$ cat src/rtl/io_port_pkg.sv
// Shared definitions for the write-port bank: per-port state encoding and
// the one-hot test used to validate the decoder's port select.
package io_port_pkg;

    localparam int MAX_PORTS = 32;

    typedef enum logic {
        PORT_EMPTY = 1'b0,
        PORT_FULL  = 1'b1
    } port_state_t;

    // Narrower selects are zero-extended by the caller.
    function automatic logic is_onehot(input logic [MAX_PORTS-1:0] i_vec);
        return (i_vec != '0) && ((i_vec & (i_vec - 1'b1)) == '0);
    endfunction

endpackage

$ cat src/rtl/io_write_port.sv
// One write port: a single-entry holding register with an EMPTY/FULL state
// and a valid/ready handshake toward the external consumer.
module io_write_port
    import io_port_pkg::*;
#(
    parameter int WORD_WIDTH = 36
) (
    input  logic                  clock,
    input  logic                  reset,
    input  logic                  i_wr_req,
    input  logic [WORD_WIDTH-1:0] i_data,
    input  logic                  i_ready,
    output logic [WORD_WIDTH-1:0] o_data,
    output logic                  o_valid,
    output logic                  o_stall
);

    port_state_t           r_state;
    logic [WORD_WIDTH-1:0] r_data;
    logic                  w_full;
    logic                  w_accept;
    logic                  w_xfer;

    assign w_full   = (r_state == PORT_FULL);
    assign w_xfer   = w_full && i_ready;
    // A full port still accepts when it drains in the same cycle, so no bubble.
    assign w_accept = i_wr_req && (!w_full || i_ready);

    always_ff @(posedge clock or posedge reset) begin
        if (reset) begin
            r_state <= PORT_EMPTY;
            r_data  <= '0;
        end else begin
            case (r_state)
                PORT_EMPTY: begin
                    if (w_accept) begin
                        r_state <= PORT_FULL;
                        r_data  <= i_data;
                    end
                end
                PORT_FULL: begin
                    if (w_accept) begin
                        r_data <= i_data;
                    end else if (w_xfer) begin
                        r_state <= PORT_EMPTY;
                    end
                end
                default: r_state <= PORT_EMPTY;
            endcase
        end
    end

    assign o_data  = r_data;
    assign o_valid = w_full;
    assign o_stall = i_wr_req && w_full && !i_ready;

endmodule

$ cat src/rtl/io_write_port_bank.sv
// Bank of PORT_COUNT independent write ports fed by a one-hot address decoder;
// flags stalled writes and multi-hot selects.
module io_write_port_bank
    import io_port_pkg::*;
#(
    parameter int PORT_COUNT = 4,
    parameter int WORD_WIDTH = 36
) (
    input  logic                             clock,
    input  logic                             reset,
    input  logic                             wren,
    input  logic [PORT_COUNT-1:0]            port_select,
    input  logic [WORD_WIDTH-1:0]            write_data,
    output logic [PORT_COUNT*WORD_WIDTH-1:0] port_data,
    output logic [PORT_COUNT-1:0]            port_valid,
    input  logic [PORT_COUNT-1:0]            port_ready,
    output logic                             write_stall,
    output logic                             select_error
);

    logic                  w_onehot;
    logic                  w_multi_hot;
    logic [PORT_COUNT-1:0] w_wr_req;
    logic [PORT_COUNT-1:0] w_stall;
    logic                  r_select_error;

    assign w_onehot    = is_onehot(MAX_PORTS'(port_select));
    // All-zero select is an out-of-range address, not an error.
    assign w_multi_hot = wren && (port_select != '0) && !w_onehot;
    assign w_wr_req    = {PORT_COUNT{wren && w_onehot}} & port_select;

    for (genvar g = 0; g < PORT_COUNT; g++) begin : g_port
        io_write_port #(
            .WORD_WIDTH(WORD_WIDTH)
        ) u_port (
            .clock    (clock),
            .reset    (reset),
            .i_wr_req (w_wr_req[g]),
            .i_data   (write_data),
            .i_ready  (port_ready[g]),
            .o_data   (port_data[g*WORD_WIDTH +: WORD_WIDTH]),
            .o_valid  (port_valid[g]),
            .o_stall  (w_stall[g])
        );
    end

    always_ff @(posedge clock or posedge reset) begin
        if (reset) begin
            r_select_error <= 1'b0;
        end else begin
            r_select_error <= w_multi_hot;
        end
    end

    assign write_stall  = |w_stall;
    assign select_error = r_select_error;

endmodule

$ cat config.mk
export PLATFORM = sky130hd
export DESIGN_NAME = io_write_port_bank
export DESIGN_NICKNAME = d
export VERILOG_FILES = /design/src/rtl/io_port_pkg.sv /design/src/rtl/io_write_port.sv /design/src/rtl/io_write_port_bank.sv
export SDC_FILE = /design/constraint.sdc
export NUM_CORES = 1
export LEC_CHECK = 0
export ABC_CLOCK_PERIOD_IN_PS = 8860
export BUFFER_PORTS_ARGS = -buffer_cell sky130_fd_sc_hd__buf_2
export CORE_MARGIN = 1.5
export CORE_UTILIZATION = 40
export CTS_CLUSTER_SIZE = 30
export DETAILED_ROUTE_END_ITERATION = 12
export PLACE_DENSITY = 0.77
export SETUP_SLACK_MARGIN = 0.4
export SLEW_MARGIN = 20
export SYNTH_ARGS = -nofsm -noshare
export SYNTH_HDL_FRONTEND = slang
export SYNTH_SLANG_ARGS = --single-unit
export TNS_END_PERCENT = 20
$ cat constraint.sdc
create_clock -name clock -period 8.86 [get_ports clock]
set_input_delay 0.443 -clock clock [delete_from_list [all_inputs] [get_ports clock]]
set_output_delay 0.443 -clock clock [all_outputs]
set_load 0.05 [all_outputs]
### Yosys cells after proc, flatten, opt, wreduce, memory -nomap -nowiden

Cells that the tools add are included.

| cells by class | value |
|---|---|
| $add $sub $neg | 1 |
| mux-type cells | 20 |
| bitwise logic cells | 6 |
| reduce and logical (&&, ||, !) cells | 36 |

Operators by type and width:

| kind | count |
|---|---|
| two-way mux 36 bit | 4 |
| AND 4 x 32 -> 32 bit | 1 |
| zero test 32 bit | 1 |
| logical AND 1 bit | 20 |
| two-way mux 1 bit | 12 |
| zero test 1 bit | 9 |
| one-hot mux 1 bit (2 select lines) | 4 |
| subtractor 4 x 1 -> 5 bit, second input constant | 1 |
| AND 4 bit | 1 |
| logical OR 1 bit | 4 |
| NOT 1 bit | 4 |
| nonzero test 4 bit | 1 |
| OR reduction 4 bit | 1 |

| word-level totals | value |
|---|---|
| bits of input ports | 47 |
| bits in registers | 149 |
| logic and storage cells | 72 |
| output and inout bits | 150 |

### Depth between registers and ports, before layout

Gate-level depths: netlist of run 1.

| logic depth | value |
|---|---|
| depth in word-level cells | 9 |
| depth in mapped cells | 6 |
| depth with buffers taken out | 3 |

### Cells and area by module

From an unflattened synthesis of run 1, not the netlist that was laid out.

| unflattened totals | value |
|---|---|
| cells, all modules | 341 |
| area, all modules | 6287.3 sq um |

Modules (own cells, without submodules):

| module | instances | cells an instance | area an instance (sq um) | sequential area each (sq um) |
|---|---|---|---|---|
| io_write_port | 4 | 82 | 1544.0 | 925.9 |
| io_write_port_bank | 1 | 13 | 111.4 | 25.0 |

### Worst setup path before layout of run 1

Ideal clock, no wire load.

| path | value |
|---|---|
| kind | input-to-reg |
| start | input port port_select[1] |
| end | register g_port[2].u_port.r_data[0] |
| stages on the path | 6 |
| required time | 8.735 ns |
| arrival | 1.851 ns |
| setup time | 0.125 ns |
| slack | 6.884 ns |
| path buffers | 3 |
| cells stage by stage | buf_2 nor4b_1 and3_1 buf_2 buf_2 mux2_2 |

| on the way | value |
|---|---|
| word-level cells in the longest chain between the ends | 7 |
| elaborated cells between the ends (all ways) | 8 |
| classes of those cells | add/sub: 1; bitwise: 2; reduce/logical: 5 |

RTL lines:

| what | RTL line | text |
|---|---|---|
| from (decl) | io_write_port_bank.sv:12 | `input logic [PORT_COUNT-1:0] port_select,` |
| subtractor 4 x 1 -> 5 bit | io_port_pkg.sv:14 | `return (i_vec != '0) && ((i_vec & (i_vec - 1'b1)) == '0);` |
| AND 4 x 32 -> 32 bit | io_port_pkg.sv:14 |  |
| zero test 32 bit | io_port_pkg.sv:14 |  |
| logical AND 1 bit * | io_port_pkg.sv:14 |  |
| logical AND 1 bit * | io_write_port_bank.sv:30 | `assign w_wr_req = {PORT_COUNT{wren && w_onehot}} & port_select;` |
| AND 4 bit * | io_write_port_bank.sv:30 |  |
| logical AND 1 bit * | io_write_port.sv:27 | `assign w_accept = i_wr_req && (!w_full \|\| i_ready);` |
| to (signal assigned) | io_write_port.sv:38 | `r_data <= i_data;` |
| to (signal assigned) | io_write_port.sv:43 | `r_data <= i_data;` |
| to (decl) | io_write_port.sv:19 | `logic [WORD_WIDTH-1:0] r_data;` |

Mark *: on every way between the ends. The rest lies on a longest branch, timed or not.
A chain may end at the register's enable or synchronous reset.

### Worst setup path in the final report of run 1

| path | value |
|---|---|
| start | input port port_select[2] |
| end | register g_port[1].u_port.r_data[16] |

| on the way | value |
|---|---|
| word-level cells in the longest chain between the ends | 7 |
| elaborated cells between the ends (all ways) | 8 |
| classes of those cells | add/sub: 1; bitwise: 2; reduce/logical: 5 |

RTL lines:

| what | RTL line |
|---|---|
| subtractor 4 x 1 -> 5 bit | io_port_pkg.sv:14 |
| AND 4 x 32 -> 32 bit | io_port_pkg.sv:14 |
| zero test 32 bit | io_port_pkg.sv:14 |
| logical AND 1 bit * | io_port_pkg.sv:14 |
| logical AND 1 bit * | io_write_port_bank.sv:30 |
| AND 4 bit * | io_write_port_bank.sv:30 |
| logical AND 1 bit * | io_write_port.sv:27 |
| to (signal assigned) | io_write_port.sv:38 |
| to (signal assigned) | io_write_port.sv:43 |
| to (decl) | io_write_port.sv:19 |

Marked as above.

==> flow_metrics.env, run 1 <==
export IMPL_rrSetupSlack_ns=6.80
export IMPL_slew_headroom_pct=30.39
export IMPL_grt_overflow=0
export IMPL_synth_avg_cell_area_sq_um=16.57
export IMPL_hpwl_mm=8.399
export IMPL_synth_compound_area_share_pct=1.603
export IMPL_vias=3522
export IMPL_worstReg2RegEnd="g_port[1].u_port.o_data[16]"
export IMPL_max_stage_delay_ns=0.88
export IMPL_ctsHtreeMaxLevel=4
export IMPL_synth_xor_area_share_pct=0
export IMPL_critPathMaxFanout=36
export IMPL_drc_errors=0
export IMPL_netlist_instances=344
export IMPL_drt_iter0_drc=156
export IMPL_wire_per_inst_microns=16.33
export IMPL_reg2reg_from="g_port[1].u_port.o_valid"
export IMPL_cts_buffers=17
export IMPL_firstDrtPassIters=4
export IMPL_slew_viol_final=0
export IMPL_max_cap_viol_count=0
export IMPL_cts_buffer_depth=2
export IMPL_synthMuxAreaShare_pct=28.45
export IMPL_hold_viol=0
export IMPL_crit_required_ns=9.14
export IMPL_rsz0062_at_grt="false"
export IMPL_max_freq_mhz=460.1
export IMPL_finalCritPeriodShare_pct=24.53
export IMPL_start_kind="input port"
export IMPL_wl_mm=12.02
export IMPL_ys_seq_area_share_pct=65.42
export IMPL_cts_hold_buf=0
export IMPL_die_w_microns=122.4
export IMPL_finalSetupViolations=0
export IMPL_clk_pin_slew_ns=0.06
export IMPL_clockRootBuffer="clkbuf_16"
export IMPL_pre_cts_slack_ns=6.236
export IMPL_initial_core_util_pct=41.06
export IMPL_status="complete, no violations"
export IMPL_irDropWorstVdd_uv=223.5
export IMPL_yosysWarnings=0
export IMPL_hold_path_class="in -> async"
export IMPL_die_area_sq_um=14970
export IMPL_finalSetupTns_ns=0
export IMPL_reg2reg_depth=3
export IMPL_grt_max_degree=78
export IMPL_tightest_slew_ns=1.043
export IMPL_post_cts_buffers=0
export IMPL_p_switching_mw=1.048
export IMPL_antenna_cells=0
export IMPL_cts_tree="done"
export IMPL_routabilityCongestion=0.7717
export IMPL_antenna_found_initial=0
export IMPL_p_int_mw=1.466
export IMPL_grt_usage_pct=16.56
export IMPL_synthAdderAreaFrac_pct=0
export IMPL_setup_worst_path_end="g_port[1].u_port.o_data[16]"
export IMPL_drive_gt1_share_pct=67.45
export IMPL_endpoint_kind="flop"
export IMPL_cts_sinks=149
export IMPL_grt_pass1_wl_mm=18.93
export IMPL_fin_nets=590
export IMPL_clock_skew_ns=0.005536
export IMPL_critical_path_slowest_cell="nand3_2"
export IMPL_crit_chain="buf_2 > nor3b_2 > nand3_2 > mux2_2"
export IMPL_synthSimpleGateAreaFrac_pct=2.217
export IMPL_grt_pass1_vias=3694
export IMPL_comb_power_share_pct=37.0
export IMPL_pwr_share_seq_pct=36.4
export IMPL_swShare_pct=41.69
export IMPL_synth_ff_latch_count=149
export IMPL_synth_distinct_cells=26
export IMPL_die_h_microns=122.4
export IMPL_syn_cell_area_sq_um=5699
export IMPL_p_clk_share_pct=26.7
export IMPL_ant_nets=0
export IMPL_cp_data_arrival_time_ns=2.45
export IMPL_critPathLaunch="port_select[2]"
export IMPL_fin_crit_ns=2.173
export IMPL_ios=197
export IMPL_powerDensity_nw_per_um2=340.7
export IMPL_viasPerCell=4.785
export IMPL_io_buffers=196
export IMPL_core_area_sq_um=13880
export IMPL_syn_to_final_growth_pct=29.51
export IMPL_crit_type="in -> reg"
export IMPL_syn_nets=391
export IMPL_leakage_nw=3.650
export IMPL_synth_top_family_by_area="multiplexers"
export IMPL_cts_resized_gates=0
export IMPL_worst_slack_ns=6.687
export IMPL_insertion_delay_ns=0.41
export IMPL_rows=43
cells by family after synthesis:
| kind of cell | Yosys count |
|---|---|
| AO/OA/AOI/OAI | 9 |
| buffers and inverters | 22 |
| flip-flops | 149 |
| multiplexers | 144 |
| AND/OR/NAND/NOR | 20 |
cell usage after synthesis:
cell | instances | area, sq um
nand2b_1 | 6 | 37.54
o311a_1 | 1 | 10.01
a21bo_2 | 1 | 10.01
nor2_1 | 1 | 3.750
nand2_1 | 4 | 15.01
o32ai_1 | 1 | 8.760
dfrtp_1 | 149 | 3729
and3_1 | 1 | 6.260
mux2_2 | 140 | 1577
nor3b_2 | 1 | 12.51
a32o_1 | 1 | 10.01
mux2_1 | 4 | 45.04
nand3_2 | 1 | 10.01
nand3_1 | 1 | 5.000
inv_1 | 3 | 11.26
buf_6 | 3 | 33.78
a2111oi_4 | 1 | 27.53
buf_2 | 9 | 45.04
o21bai_1 | 1 | 7.510
a21oi_1 | 1 | 5.000
o22ai_1 | 2 | 12.51
buf_4 | 4 | 30.03
nor4b_1 | 1 | 8.760
nand3b_1 | 2 | 15.01
buf_1 | 3 | 11.26
nor2b_1 | 2 | 12.51
metrics by stage:
stage / area, sq um / power, mW / util (%) / instances / hold slack (ns)
after floorplan: 5699 / 1.630 / - / 344 / 0.4856
after global placement: 6819 / 1.837 / 49.13 / 704 / 0.4613
after detailed placement: 6819 / 1.863 / 49.13 / 704 / 0.4744
after CTS: 7381 / 2.542 / 53.17 / 736 / 0.1507
after global routing: 7381 / 2.621 / 53.17 / 736 / 0.1729
final: 7381 / 2.514 / 53.17 / 736 / 0.1343
power by group through the flow:
stage | sequential [mW] | combinational [mW] | clock [mW]
CTS | 0.915 | 0.939 | 0.688
global route | 0.933 | 0.968 | 0.720
floorplan | 1.47 | 0.157 | 0
global placement | 0.914 | 0.923 | 0
finish | 0.914 | 0.930 | 0.670
detailed placement | 0.925 | 0.938 | 0
sequential cells by signal (all words and copies together), names as in the netlist:
register	flops
select_error	1
g_port.u_port.o_data	144
g_port.u_port.o_valid	4
per-layer routing:
| layer | global-route usage, % | part of all wire, % |
|---|---|---|
| met1 | 19.96 | 42 |
| met2 | 27.20 | 50 |
| met3 | 5.065 | 5.8 |
| met4 | 7.776 | 2.1 |
| met5 | 0 | 0 |
area by class of cell:
| type | instances | area [sq um] |
|---|---|---|
| clock buffer | 22 | 464.2 |
| clock inverter | 10 | 97.59 |
| fill | 1163 | 6500 |
| inverter | 3 | 16.27 |
| multi-input combinational | 173 | 1846 |
| sequential | 149 | 3729 |
| tap | 180 | 225.2 |
| timing repair buffer | 199 | 1003 |
placed cells by master (no fill, tap or decap):
| cell | instances |
|---|---|
| o21bai_1 | 1 |
| dfrtp_1 | 149 |
| bufinv_16 | 1 |
| a32o_1 | 1 |
| and3_2 | 1 |
| nand2b_1 | 6 |
| buf_4 | 3 |
| o22ai_1 | 2 |
| o311a_1 | 1 |
| nor2b_1 | 2 |
| mux2_2 | 140 |
| nor4b_1 | 1 |
| inv_1 | 2 |
| o32ai_1 | 1 |
| a2111oi_4 | 1 |
| clkbuf_16 | 17 |
| nand3_2 | 2 |
| clkbuf_8 | 2 |
| nor2_1 | 1 |
| clkinv_2 | 1 |
| nor3b_2 | 1 |
| a21oi_1 | 1 |
| nand2_1 | 4 |
| nand3b_1 | 2 |
| mux2_1 | 4 |
| inv_6 | 3 |
| a21bo_2 | 1 |
| buf_2 | 196 |
| clkinvlp_4 | 6 |
| clkbuf_1 | 3 |
worst max-delay path, delay by kind of cell:
family / cells / cell delay, ns
buf+inv: 1 / 0.14
simple gates: 2 / 1.24
mux: 1 / 0.61
worst min-delay path by stage:
stage / slack (ns) / startpoint / cells after the start / to
2_1_floorplan: 0.49 / g_port[1].u_port.o_valid / 2 / g_port[1].u_port.o_valid
3_3_place_gp: 0.46 / g_port[3].u_port.o_data[32] / 1 / g_port[3].u_port.o_data[32]
3_5_place_dp: 0.47 / g_port[3].u_port.o_data[32] / 1 / g_port[3].u_port.o_data[32]
4_1_cts: 0.15 / reset / 2 / g_port[2].u_port.o_data[13]
5_1_grt: 0.17 / reset / 2 / g_port[2].u_port.o_data[13]
6_report: 0.13 / reset / 2 / g_port[2].u_port.o_data[13]
Power figures use the tool's default switching activity.
==> run 2, diff against run 1 <==
Settings changed: ABC_AREA set to 1, ABC_CLOCK_PERIOD_IN_PS 8860 to 2200.
Clock period 8.86 ns to 2.2 ns, I/O delays scaled along.
==> flow_metrics.env, run 2 <==
export IMPL_slew_viol_final=0
export IMPL_grt_max_degree=86
export IMPL_swShare_pct=44.54
export IMPL_p_switching_mw=4.785
export IMPL_start_kind="input port"
export IMPL_status="complete, no violations"
export IMPL_netlist_instances=553
export IMPL_firstDrtPassIters=5
export IMPL_synth_edf_count=0
export IMPL_antenna_cells=0
export IMPL_wire_per_inst_microns=14.16
export IMPL_cts_buffers=17
export IMPL_crit_type="in -> out"
export IMPL_rrSetupSlack_ns=0.74
export IMPL_finalCritPeriodShare_pct=76.44
export IMPL_clock_skew_ns=0.009290
export IMPL_synth_top_area_cell="dfrtp_1"
export IMPL_yosysWarnings=0
export IMPL_tightest_slew_ns=0.4661
export IMPL_drt_iter0_drc=290
export IMPL_cts_resized_gates=0
export IMPL_irDropWorstVdd_uv=656.5
export IMPL_insertion_delay_ns=0.41
export IMPL_ys_seq_area_share_pct=63.76
export IMPL_die_w_microns=123.9
export IMPL_rows=44
export IMPL_cts_tree="done"
export IMPL_pwr_share_seq_pct=35.3
export IMPL_clk_pin_slew_ns=0.06
export IMPL_grt_usage_pct=18.16
export IMPL_drive_gt1_share_pct=35.48
export IMPL_async_flop_share_pct=100.0
export IMPL_drc_errors=0
export IMPL_grt_pass1_wl_mm=21.27
export IMPL_slew_headroom_pct=68.93
export IMPL_fillers=1292
export IMPL_synth_common_cells="nand2_1 (155), dfrtp_1 (149), o21ai_1 (111)"
export IMPL_hold_viol=0
export IMPL_ios=197
export IMPL_p_int_mw=5.959
export IMPL_synth_ff_latch_count=149
export IMPL_final_cell_mix="buf_2 (196), nand2_1 (155), dfrtp_1 (149), o21ai_1 (111), inv_1 (51)"
export IMPL_post_synth_top_count_cell="nand2_1"
export IMPL_finalSetupTns_ns=0
export IMPL_hpwl_mm=9.091
export IMPL_synth_area_leaders="dfrtp_1 (64%), nand2_1 (9.9%), o21ai_1 (9.5%)"
export IMPL_die_area_sq_um=15350
export IMPL_finalSetupViolations=0
export IMPL_synth_distinct_cells=14
export IMPL_clockRootBuffer="clkbuf_16"
export IMPL_vias=4517
export IMPL_core_area_sq_um=14420
export IMPL_hold_path_class="in -> reg"
export IMPL_final_util_pct=52.80
export IMPL_cts_sinks=149
export IMPL_fin_nets=812
export IMPL_p_clk_share_pct=25.6
export IMPL_fin_crit_ns=1.682
export IMPL_largest_reg_flops=144
export IMPL_max_cap_viol_count=0
export IMPL_antenna_found_initial=0
export IMPL_powerDensity_nw_per_um2=1411
export IMPL_ant_nets=0
export IMPL_endpoint_kind="output port"
export IMPL_viasPerCell=4.695
export IMPL_syn_to_final_growth_pct=30.23
export IMPL_wl_mm=13.62
export IMPL_initial_core_util_pct=40.54
export IMPL_post_cts_buffers=0
export IMPL_final_common_cell="buf_2"
export IMPL_leakage_nw=4.107
export IMPL_cp_data_arrival_time_ns=1.57
export IMPL_syn_cell_area_sq_um=5848
export IMPL_critPathMaxFanout=8
export IMPL_max_freq_mhz=594.6
export IMPL_syn_nets=600
export IMPL_routabilityCongestion=0.7602
export IMPL_worstHoldPathCells=3
export IMPL_synth_avg_cell_area_sq_um=10.58
export IMPL_synth_top_area_share_pct=63.76
export IMPL_grt_pass1_vias=4267
export IMPL_die_h_microns=123.9
export IMPL_ctsHtreeMaxLevel=4
export IMPL_cts_buffer_depth=2
export IMPL_io_buffers=196
export IMPL_crit_required_ns=2.09
export IMPL_reg2reg_depth=6
export IMPL_grt_overflow=0
export IMPL_rsz0062_at_grt="false"
export IMPL_synthFlopType="dfrtp_1"
export IMPL_comb_power_share_pct=39.1
run 2: final timing paths:
kind | end | from
setup / recovery | write_stall | wren
hold / removal | g_port[2].u_port.o_data[27] | write_data[27]
setup reg to reg | g_port[1].u_port.o_valid | g_port[1].u_port.o_valid
hold reg to reg | g_port[0].u_port.o_data[10] | g_port[0].u_port.o_data[10]
max in group asynchronous | g_port[1].u_port.o_data[15] | reset
min in group asynchronous | select_error | reset
run 2: through the flow:
| step | hold WS, ns | setup WS, ns | cell area (sq um) | instances | total power, mW |
|---|---|---|---|---|---|
| detailed placement | 0.2677 | 0.5595 | 6847 | 910 | 8.015 |
| finish | 0.01311 | 0.5183 | 7616 | 962 | 10.74 |
| CTS | 0.00003408 | 0.5246 | 7616 | 962 | 10.82 |
| global route | 0.01255 | 0.4360 | 7616 | 962 | 11.25 |
| floorplan | 0.2173 | 0.2150 | 5852 | 553 | 7.011 |
| global placement | 0.2730 | 0.6016 | 6847 | 910 | 7.935 |
run 2: worst max-delay path, cell delays in order:
cell and delay [ns]:
dlygate4sd3_1 0.52, buf_2 0.10, nand2_2 0.09, nor2_8 0.23, nand3_1 0.09, nand2_1 0.08
inv_1 0.04, nand2_1 0.06, buf_2 0.26
run 2: layout make-up:
cell class / count / area (sq um) / area share, %
repair buffers: 225 / 1299 / 17.05
inverters: 52 / 198.9 / 2.612
clock buffers: 21 / 470.5 / 6.177
well taps: 184 / 230.2 / 3.023
clock inverters: 11 / 98.84 / 1.298
flip-flops and latches: 149 / 3729 / 48.96
multi-input cells: 320 / 1590 / 20.88
run 2: kinds of logic (layout without fill, tap and decap cells):
logic type / after synthesis / after routing / synth area share (%)
buf+inv: 84 / 309 / 9.050
compound gates: 149 / 149 / 14.87
flops: 149 / 149 / 63.76
simple gates: 171 / 171 / 12.32
run 2: timing repair:
action | in CTS | in global routing
endpoints found under the setup margin | 0 | 0
endpoints found under the hold margin | 182 | 0
hold buffers | 20 | 0
run 2: power by group through the flow:
stage	clock [mW]	sequential (mW)	combinational, mW
floorplan	0	6.23	0.784
global placement	0	3.80	4.13
detailed placement	0	3.82	4.20
CTS	2.81	3.79	4.23
global route	2.92	3.88	4.45
finish	2.75	3.79	4.20
run 2: routing by layer:
layer	wire (microns)	global-route usage, %	share of wire [%]
met5	0	0	0
met4	237	7.173	1.7
met3	1023	5.403	7.5
met2	6492	29.42	48
met1	5866	22.95	43
